$ cat src/rtl/binge_session_scheduler_pkg.sv
// Shared types and constants for the binge session scheduler.
// Covers the FSM states, the tracker result field layout and the session end causes.
package binge_pkg;

   typedef enum logic [1:0] {
      ST_IDLE   = 2'd0,
      ST_START  = 2'd1,
      ST_RUN    = 2'd2,
      ST_REPORT = 2'd3
   } state_e;

   // Packed tracker result: {person, week, finished, state}
   localparam int TRK_PERSON_MSB = 14;
   localparam int TRK_PERSON_LSB = 12;
   localparam int TRK_WEEK_MSB   = 11;
   localparam int TRK_WEEK_LSB   = 5;
   localparam int TRK_FIN_MSB    = 4;
   localparam int TRK_FIN_LSB    = 3;
   localparam int TRK_ST_MSB     = 2;
   localparam int TRK_ST_LSB     = 0;

   localparam logic [2:0] TRK_ST_F = 3'b110;

   typedef enum logic [1:0] {
      CAUSE_FINISHED  = 2'd0,
      CAUSE_TIMEOUT   = 2'd1,
      CAUSE_ABANDONED = 2'd2
   } cause_e;

   localparam logic [6:0] WEEK_SAT = 7'd127;

   typedef struct packed {
      cause_e     cause;
      logic [6:0] weeks;
   } summary_t;

   function automatic logic [6:0] sat_inc7(input logic [6:0] v);
      return (v == WEEK_SAT) ? v : v + 7'd1;
   endfunction

endpackage

$ cat src/rtl/binge_session_scheduler_if.sv
// Bundle of viewer, tracker and summary signals around the session scheduler.
// master = viewers/tracker side, slave = scheduler.
interface binge_session_scheduler_if #(parameter int N_VIEWERS = 4);
   localparam int IDW = $clog2(N_VIEWERS);

   logic [N_VIEWERS-1:0]   req;
   logic [2*N_VIEWERS-1:0] tl_bus;
   logic [N_VIEWERS-1:0]   grant;
   logic                   busy;
   logic                   trk_rst;
   logic [1:0]             trk_tl;
   logic [14:0]            trk_result;
   logic                   done_valid;
   logic [IDW-1:0]         done_id;
   logic [6:0]             done_weeks;
   logic [1:0]             done_cause;

   modport master (
      output req, tl_bus, trk_result,
      input  grant, busy, trk_rst, trk_tl, done_valid, done_id, done_weeks, done_cause
   );

   modport slave (
      input  req, tl_bus, trk_result,
      output grant, busy, trk_rst, trk_tl, done_valid, done_id, done_weeks, done_cause
   );
endinterface

$ cat src/rtl/binge_session_scheduler_rr_arbiter.sv
// Combinational round-robin pick: first requester at or after ptr, wrapping.
// Returns a one-hot pick, its index and whether anything was requesting.
module rr_arbiter #(
   parameter int N   = 4,
   parameter int IDW = 2
) (
   input  logic [N-1:0]   req,
   input  logic [IDW-1:0] ptr,
   output logic [N-1:0]   pick,
   output logic [IDW-1:0] idx,
   output logic           any
);

   function automatic logic [IDW-1:0] slot(input logic [IDW-1:0] p, input int k);
      int s;
      s = int'(p) + k;
      if (s >= N) s = s - N;
      return IDW'(s);
   endfunction

   always_comb begin
      pick = '0;
      idx  = '0;
      any  = 1'b0;
      for (int k = 0; k < N; k++) begin
         if (!any && req[slot(ptr, k)]) begin
            any             = 1'b1;
            pick[slot(ptr, k)] = 1'b1;
            idx             = slot(ptr, k);
         end
      end
   end

endmodule

$ cat src/rtl/binge_session_scheduler.sv
// Time-shares one binge tracker among N_VIEWERS viewers, one session at a time,
// and emits one summary record (id, weeks, cause) per completed session.
module binge_session_scheduler
   import binge_pkg::*;
#(
   parameter int N_VIEWERS = 4,
   parameter int MAX_WEEKS = 40
) (
   input logic                      clk,
   input logic                      rst,
   binge_session_scheduler_if.slave bus
);

   localparam int             IDW      = $clog2(N_VIEWERS);
   localparam logic [6:0]     WK_LIMIT = 7'(MAX_WEEKS - 1);
   localparam logic [IDW-1:0] LAST_ID  = IDW'(N_VIEWERS - 1);

   state_e                        state_q, state_d;
   logic [IDW-1:0]                id_q, ptr_q, pick_idx, done_id_q;
   logic [N_VIEWERS-1:0]          grant_q, pick_oh;
   logic                          pick_any;
   logic [6:0]                    wk_q, wk_inc;
   logic                          run_end;
   cause_e                        cause_d;
   summary_t                      done_q;
   logic [N_VIEWERS-1:0][1:0]     tl_v;

   assign tl_v = bus.tl_bus;

   rr_arbiter #(.N(N_VIEWERS), .IDW(IDW)) u_arb (
      .req  (bus.req),
      .ptr  (ptr_q),
      .pick (pick_oh),
      .idx  (pick_idx),
      .any  (pick_any)
   );

   assign wk_inc = sat_inc7(wk_q);

   // Tracker finish outranks timeout, which outranks the viewer walking away.
   always_comb begin
      run_end = 1'b0;
      cause_d = CAUSE_FINISHED;
      if (bus.trk_result[TRK_ST_MSB:TRK_ST_LSB] == TRK_ST_F) begin
         run_end = 1'b1;
      end else if (wk_q == WK_LIMIT) begin
         run_end = 1'b1;
         cause_d = CAUSE_TIMEOUT;
      end else if (!bus.req[id_q]) begin
         run_end = 1'b1;
         cause_d = CAUSE_ABANDONED;
      end
   end

   always_ff @(posedge clk) begin
      if (rst) state_q <= ST_IDLE;
      else     state_q <= state_d;
   end

   always_comb begin
      state_d = state_q;
      case (state_q)
         ST_IDLE:   if (pick_any) state_d = ST_START;
         ST_START:  state_d = ST_RUN;
         ST_RUN:    if (run_end) state_d = ST_REPORT;
         ST_REPORT: state_d = ST_IDLE;
         default:   state_d = ST_IDLE;
      endcase
   end

   always_comb begin
      bus.busy       = 1'b0;
      bus.trk_rst    = rst;
      bus.trk_tl     = 2'b00;
      bus.done_valid = 1'b0;
      if (!rst) begin
         case (state_q)
            ST_START: begin
               bus.busy    = 1'b1;
               bus.trk_rst = 1'b1;
            end
            ST_RUN: begin
               bus.busy   = 1'b1;
               bus.trk_tl = tl_v[id_q];
            end
            ST_REPORT: bus.done_valid = 1'b1;
            default: ;
         endcase
      end
   end

   always_ff @(posedge clk) begin
      if (rst) begin
         grant_q   <= '0;
         id_q      <= '0;
         ptr_q     <= '0;
         wk_q      <= '0;
         done_id_q <= '0;
         done_q    <= '0;
      end else begin
         case (state_q)
            ST_IDLE: if (pick_any) begin
               grant_q <= pick_oh;
               id_q    <= pick_idx;
            end
            ST_START: wk_q <= '0;
            ST_RUN: begin
               wk_q <= wk_inc;
               if (run_end) begin
                  grant_q      <= '0;
                  done_id_q    <= id_q;
                  done_q.cause <= cause_d;
                  done_q.weeks <= wk_inc;
               end
            end
            ST_REPORT: ptr_q <= (id_q == LAST_ID) ? '0 : id_q + IDW'(1);
            default: ;
         endcase
      end
   end

   assign bus.grant      = grant_q;
   assign bus.done_id    = done_id_q;
   assign bus.done_weeks = done_q.weeks;
   assign bus.done_cause = done_q.cause;

endmodule

$ cat src/flat_wrapper.sv
// flat-port wrapper written by rule: the top's interface ports become plain ports
module binge_session_scheduler_flat import binge_pkg::*;
#(
   parameter int N_VIEWERS = 4,
   parameter int MAX_WEEKS = 40
)
  (clk, rst, bus_req, bus_tl_bus, bus_trk_result, bus_grant, bus_busy, bus_trk_rst, bus_trk_tl, bus_done_valid, bus_done_id, bus_done_weeks, bus_done_cause);
  binge_session_scheduler_if #(.N_VIEWERS(N_VIEWERS)) bus_i ();
  input logic clk;
  input logic rst;
  input wire logic [$bits(bus_i.req)-1:0] bus_req;
  input wire logic [$bits(bus_i.tl_bus)-1:0] bus_tl_bus;
  input wire logic [$bits(bus_i.trk_result)-1:0] bus_trk_result;
  output wire logic [$bits(bus_i.grant)-1:0] bus_grant;
  output wire logic [$bits(bus_i.busy)-1:0] bus_busy;
  output wire logic [$bits(bus_i.trk_rst)-1:0] bus_trk_rst;
  output wire logic [$bits(bus_i.trk_tl)-1:0] bus_trk_tl;
  output wire logic [$bits(bus_i.done_valid)-1:0] bus_done_valid;
  output wire logic [$bits(bus_i.done_id)-1:0] bus_done_id;
  output wire logic [$bits(bus_i.done_weeks)-1:0] bus_done_weeks;
  output wire logic [$bits(bus_i.done_cause)-1:0] bus_done_cause;
  assign bus_i.req = bus_req;
  assign bus_i.tl_bus = bus_tl_bus;
  assign bus_i.trk_result = bus_trk_result;
  assign bus_grant = bus_i.grant;
  assign bus_busy = bus_i.busy;
  assign bus_trk_rst = bus_i.trk_rst;
  assign bus_trk_tl = bus_i.trk_tl;
  assign bus_done_valid = bus_i.done_valid;
  assign bus_done_id = bus_i.done_id;
  assign bus_done_weeks = bus_i.done_weeks;
  assign bus_done_cause = bus_i.done_cause;
  binge_session_scheduler #(.N_VIEWERS(N_VIEWERS), .MAX_WEEKS(MAX_WEEKS)) u_core (.clk(clk), .rst(rst), .bus(bus_i));
endmodule
$ cat config.mk
export PLATFORM = sky130hd
export DESIGN_NAME = binge_session_scheduler_flat
export DESIGN_NICKNAME = d
export VERILOG_FILES = /design/src/rtl/binge_session_scheduler_pkg.sv /design/src/rtl/binge_session_scheduler_if.sv /design/src/rtl/binge_session_scheduler_rr_arbiter.sv /design/src/rtl/binge_session_scheduler.sv /design/src/flat_wrapper.sv
export SDC_FILE = /design/constraint.sdc
export NUM_CORES = 1
export LEC_CHECK = 0
export BUFFER_PORTS_ARGS = -buffer_cell sky130_fd_sc_hd__clkbuf_2
export CAP_MARGIN = 5
export CELL_PAD_IN_SITES_DETAIL_PLACEMENT = 1
export CELL_PAD_IN_SITES_GLOBAL_PLACEMENT = 1
export CORE_MARGIN = 1.5
export CORE_UTILIZATION = 42
export DETAILED_ROUTE_END_ITERATION = 7
export GPL_ROUTABILITY_DRIVEN = 0
export PLACE_DENSITY = 0.85
export SETUP_SLACK_MARGIN = 0.15
export SLEW_MARGIN = 20
export SYNTH_ARGS = -nofsm -noshare
export SYNTH_HDL_FRONTEND = slang
export SYNTH_SLANG_ARGS = --single-unit
$ cat constraint.sdc
create_clock -name clk -period 6.3 [get_ports clk]
set_input_delay 0.63 -clock clk [delete_from_list [all_inputs] [get_ports clk]]
set_output_delay 0.63 -clock clk [all_outputs]
set_load 0.1 [all_outputs]
==> impl_metrics.ini <==
[setup_path]
critPathRequiredTime_ps = 6430
crit_arrival_ps = 3100
critPathLaunchType = flip-flop
worst-setup-path-type = flip-flop to flip-flop
r2r_start = u_core.ptr_q[0]
path_max_fanout = 15
cp-end-kind = flip-flop
cp-startpoint = u_core.ptr_q[0]

[die]
start_util_pct = 44.3
io_pins = 49
die_area_um2 = 4720
core_um2 = 4090
die_w_um = 68.7
num_rows = 23
die_h_um = 68.7

[clock_network]
clkSinkCount = 28
clk_pin_slew_ps = 100
post-cts-setup-buffers = 0
htreeDepth = 1
ctsResizeCount = 0
root_buffer = clkbuf_8
ctsHoldBuffers = 0
clk_latency_ps = 270
clockBufferDepth = 2
cts_buffers = 3
cts_tree = built

[sta]
max_slew_margin_pct = 56.4
setup_viol = 0
final.period_utilization_pct = 47.0
rsz0062_at_grt = no
worst_slack_ps = 3340
worst_slew_pin_slew_ps = 654
fin_tns_setup_ps = 0
max_freq_ghz = 0.338
layout_min_cycle_time_ps = 2960
skew_ps = 5.04
hold_violations = 0
drv_slew = 0
finalHoldWorstSlack_ps = 479

[place]
dpl.hpwl_um = 3330
port-buffer-count = 36
preCtsSetupSlack_ps = 3290

[route]
drc = 0
vias = 1581
wire_per_inst_um = 15.9
first_iter_violations = 61
totalWireLength_um = 4360
avgViaCountPerCell = 5.75
first_pass_iters = 4
ant_nets = 0

[finish]
final_nets = 269
area_growth_pct = 14.2
antenna_cells = 0
layout-drive-gt1-share_pct = 24.0
final_common_cell = clkbuf_2
final_cell_mix = clkbuf_2 (36), dfxtp_1 (28), nor2_1 (23)

[global_routing]
grt_pass1_vias = 1502
grt_max_degree = 32
grt_overflow = 0
antenna_found_initial = 0
grt_use_total_pct = 20.4
grt_pass1_wl_um = 7220

[synthesis]
synth_seq_cells = 28
yosysWarningCount = 0
synth-main-ff-cell = dfxtp_1
synth.area.top_cells = dfxtp_1 (31%), ha_1 (9.7%), mux4_2 (7.5%)
synth_top_area_share_pct = 30.9
yosys.area.top_type = dfxtp_1
synthArstFlopShare_pct = 0
avgSynthCellArea_um2 = 9.24
netlist_instances = 196
syn-num-nets = 239
synth_edf_count = 0
netlist_area_um2 = 1810
yosysSeqAreaShare_pct = 30.9
ys_types = 43

[power]
leakagePower_nw = 0.812
total_power_mw = 0.910
vdd_ir_drop_max_mv = 0.185
p_per_area_nw_per_um2 = 440

[worst_hold_path]
min_from = u_core.bus.grant[1]
hp-class = flip-flop to flip-flop

[run_status]
status = complete, no violations

[job]
drv_cap = 0
## kinds of logic (layout without fill, tap and decap cells)
family / Yosys count / count (layout) / share of synthesized area (%)
and+or+nand+nor: 66 / 66 / 18.7
AOI/OAI and AO/OA: 52 / 52 / 21.2
DFF: 28 / 28 / 30.9
buffers and inverters: 18 / 47 / 4.63
muxes: 16 / 16 / 13.9
adders and majority gates: 14 / 14 / 9.67
xor gates and xnor gates: 2 / 2 / 0.967
## routing by layer
| metal | vias to the layer above | GRT usage (%) | share of wire (%) |
|---|---|---|---|
| met5 | - | 0 | 0 |
| met4 | 0 | 6.00 | 1.5 |
| met3 | 6 | 3.25 | 2.9 |
| met2 | 30 | 34.1 | 48 |
| met1 | 763 | 27.0 | 47 |
| li1 | 782 | - | - |
## final timing paths
path	to	slack (ps)	cells after the start
min	u_core.bus.grant[1]	480	1
min reg2reg	u_core.bus.grant[1]	480	1
max	u_core.id_q[1]	3340	7
max reg2reg	u_core.id_q[1]	3340	7
## critical path, cell delays in order (launching register included)
cell and delay [ps]:
dfxtp_1 720, inv_1 260, ha_1 470, mux4_2 630
nor4_2 280, and2b_1 260, nor2_1 130, a2111oi_2 60
## sequential cells by signal, indices dropped and copies added (netlist names)
| register | flops |
|---|---|
| u_core.wk_q | 7 |
| u_core.bus.done_id | 2 |
| u_core.bus.grant | 4 |
| u_core.bus.done_weeks | 7 |
| u_core.state_q | 2 |
| u_core.id_q | 2 |
| u_core.ptr_q | 2 |
| u_core.bus.done_cause | 2 |
## per-stage QoR
| stage | std cells | utilization (%) | area, um2 |
|---|---|---|---|
| 2_1_floorplan | 196 | - | 1810 |
| 5_1_grt | 275 | 50.6 | 2070 |
| 4_1_cts | 275 | 50.6 | 2070 |
| 3_5_place_dp | 271 | 48.9 | 2000 |
| 3_3_place_gp | 271 | 48.9 | 2000 |
| 6_report | 275 | 50.6 | 2070 |
## synth_stat cells, types with 2 or more instances
library cell and n:
a221o_1 5, inv_1 7, nand3_1 6, a211oi_1 7, nor2b_1 4, dfxtp_1 28
a31oi_1 3, clkbuf_1 8, nand2b_1 7, a21oi_1 11, ha_1 14, buf_6 2
and2_4 2, a22oi_1 5, mux4_2 6, mux2i_1 9, nand4_1 2, nor3_1 4
o2bb2ai_1 4, nor2_1 23, o21ai_0 6, nor3b_1 2, nand2_1 10, o31ai_1 2
## cell type report
type                    instances  area [um2]
clock inverters                 1        30.0
multi-input cells             150        1170
repair buffers                 36         180
well taps                      50        62.6
clock buffers                   3        41.3
fillers                       495        2020
flip-flops and latches         28         561
inverters                       7        26.3
## power by group
part	internal (mW)	switching [mW]
Combinational	0.147	0.370
Clock	0.0850	0.0548
Sequential	0.211	0.0418
No activity file was read; power rests on OpenSTA's default activity.
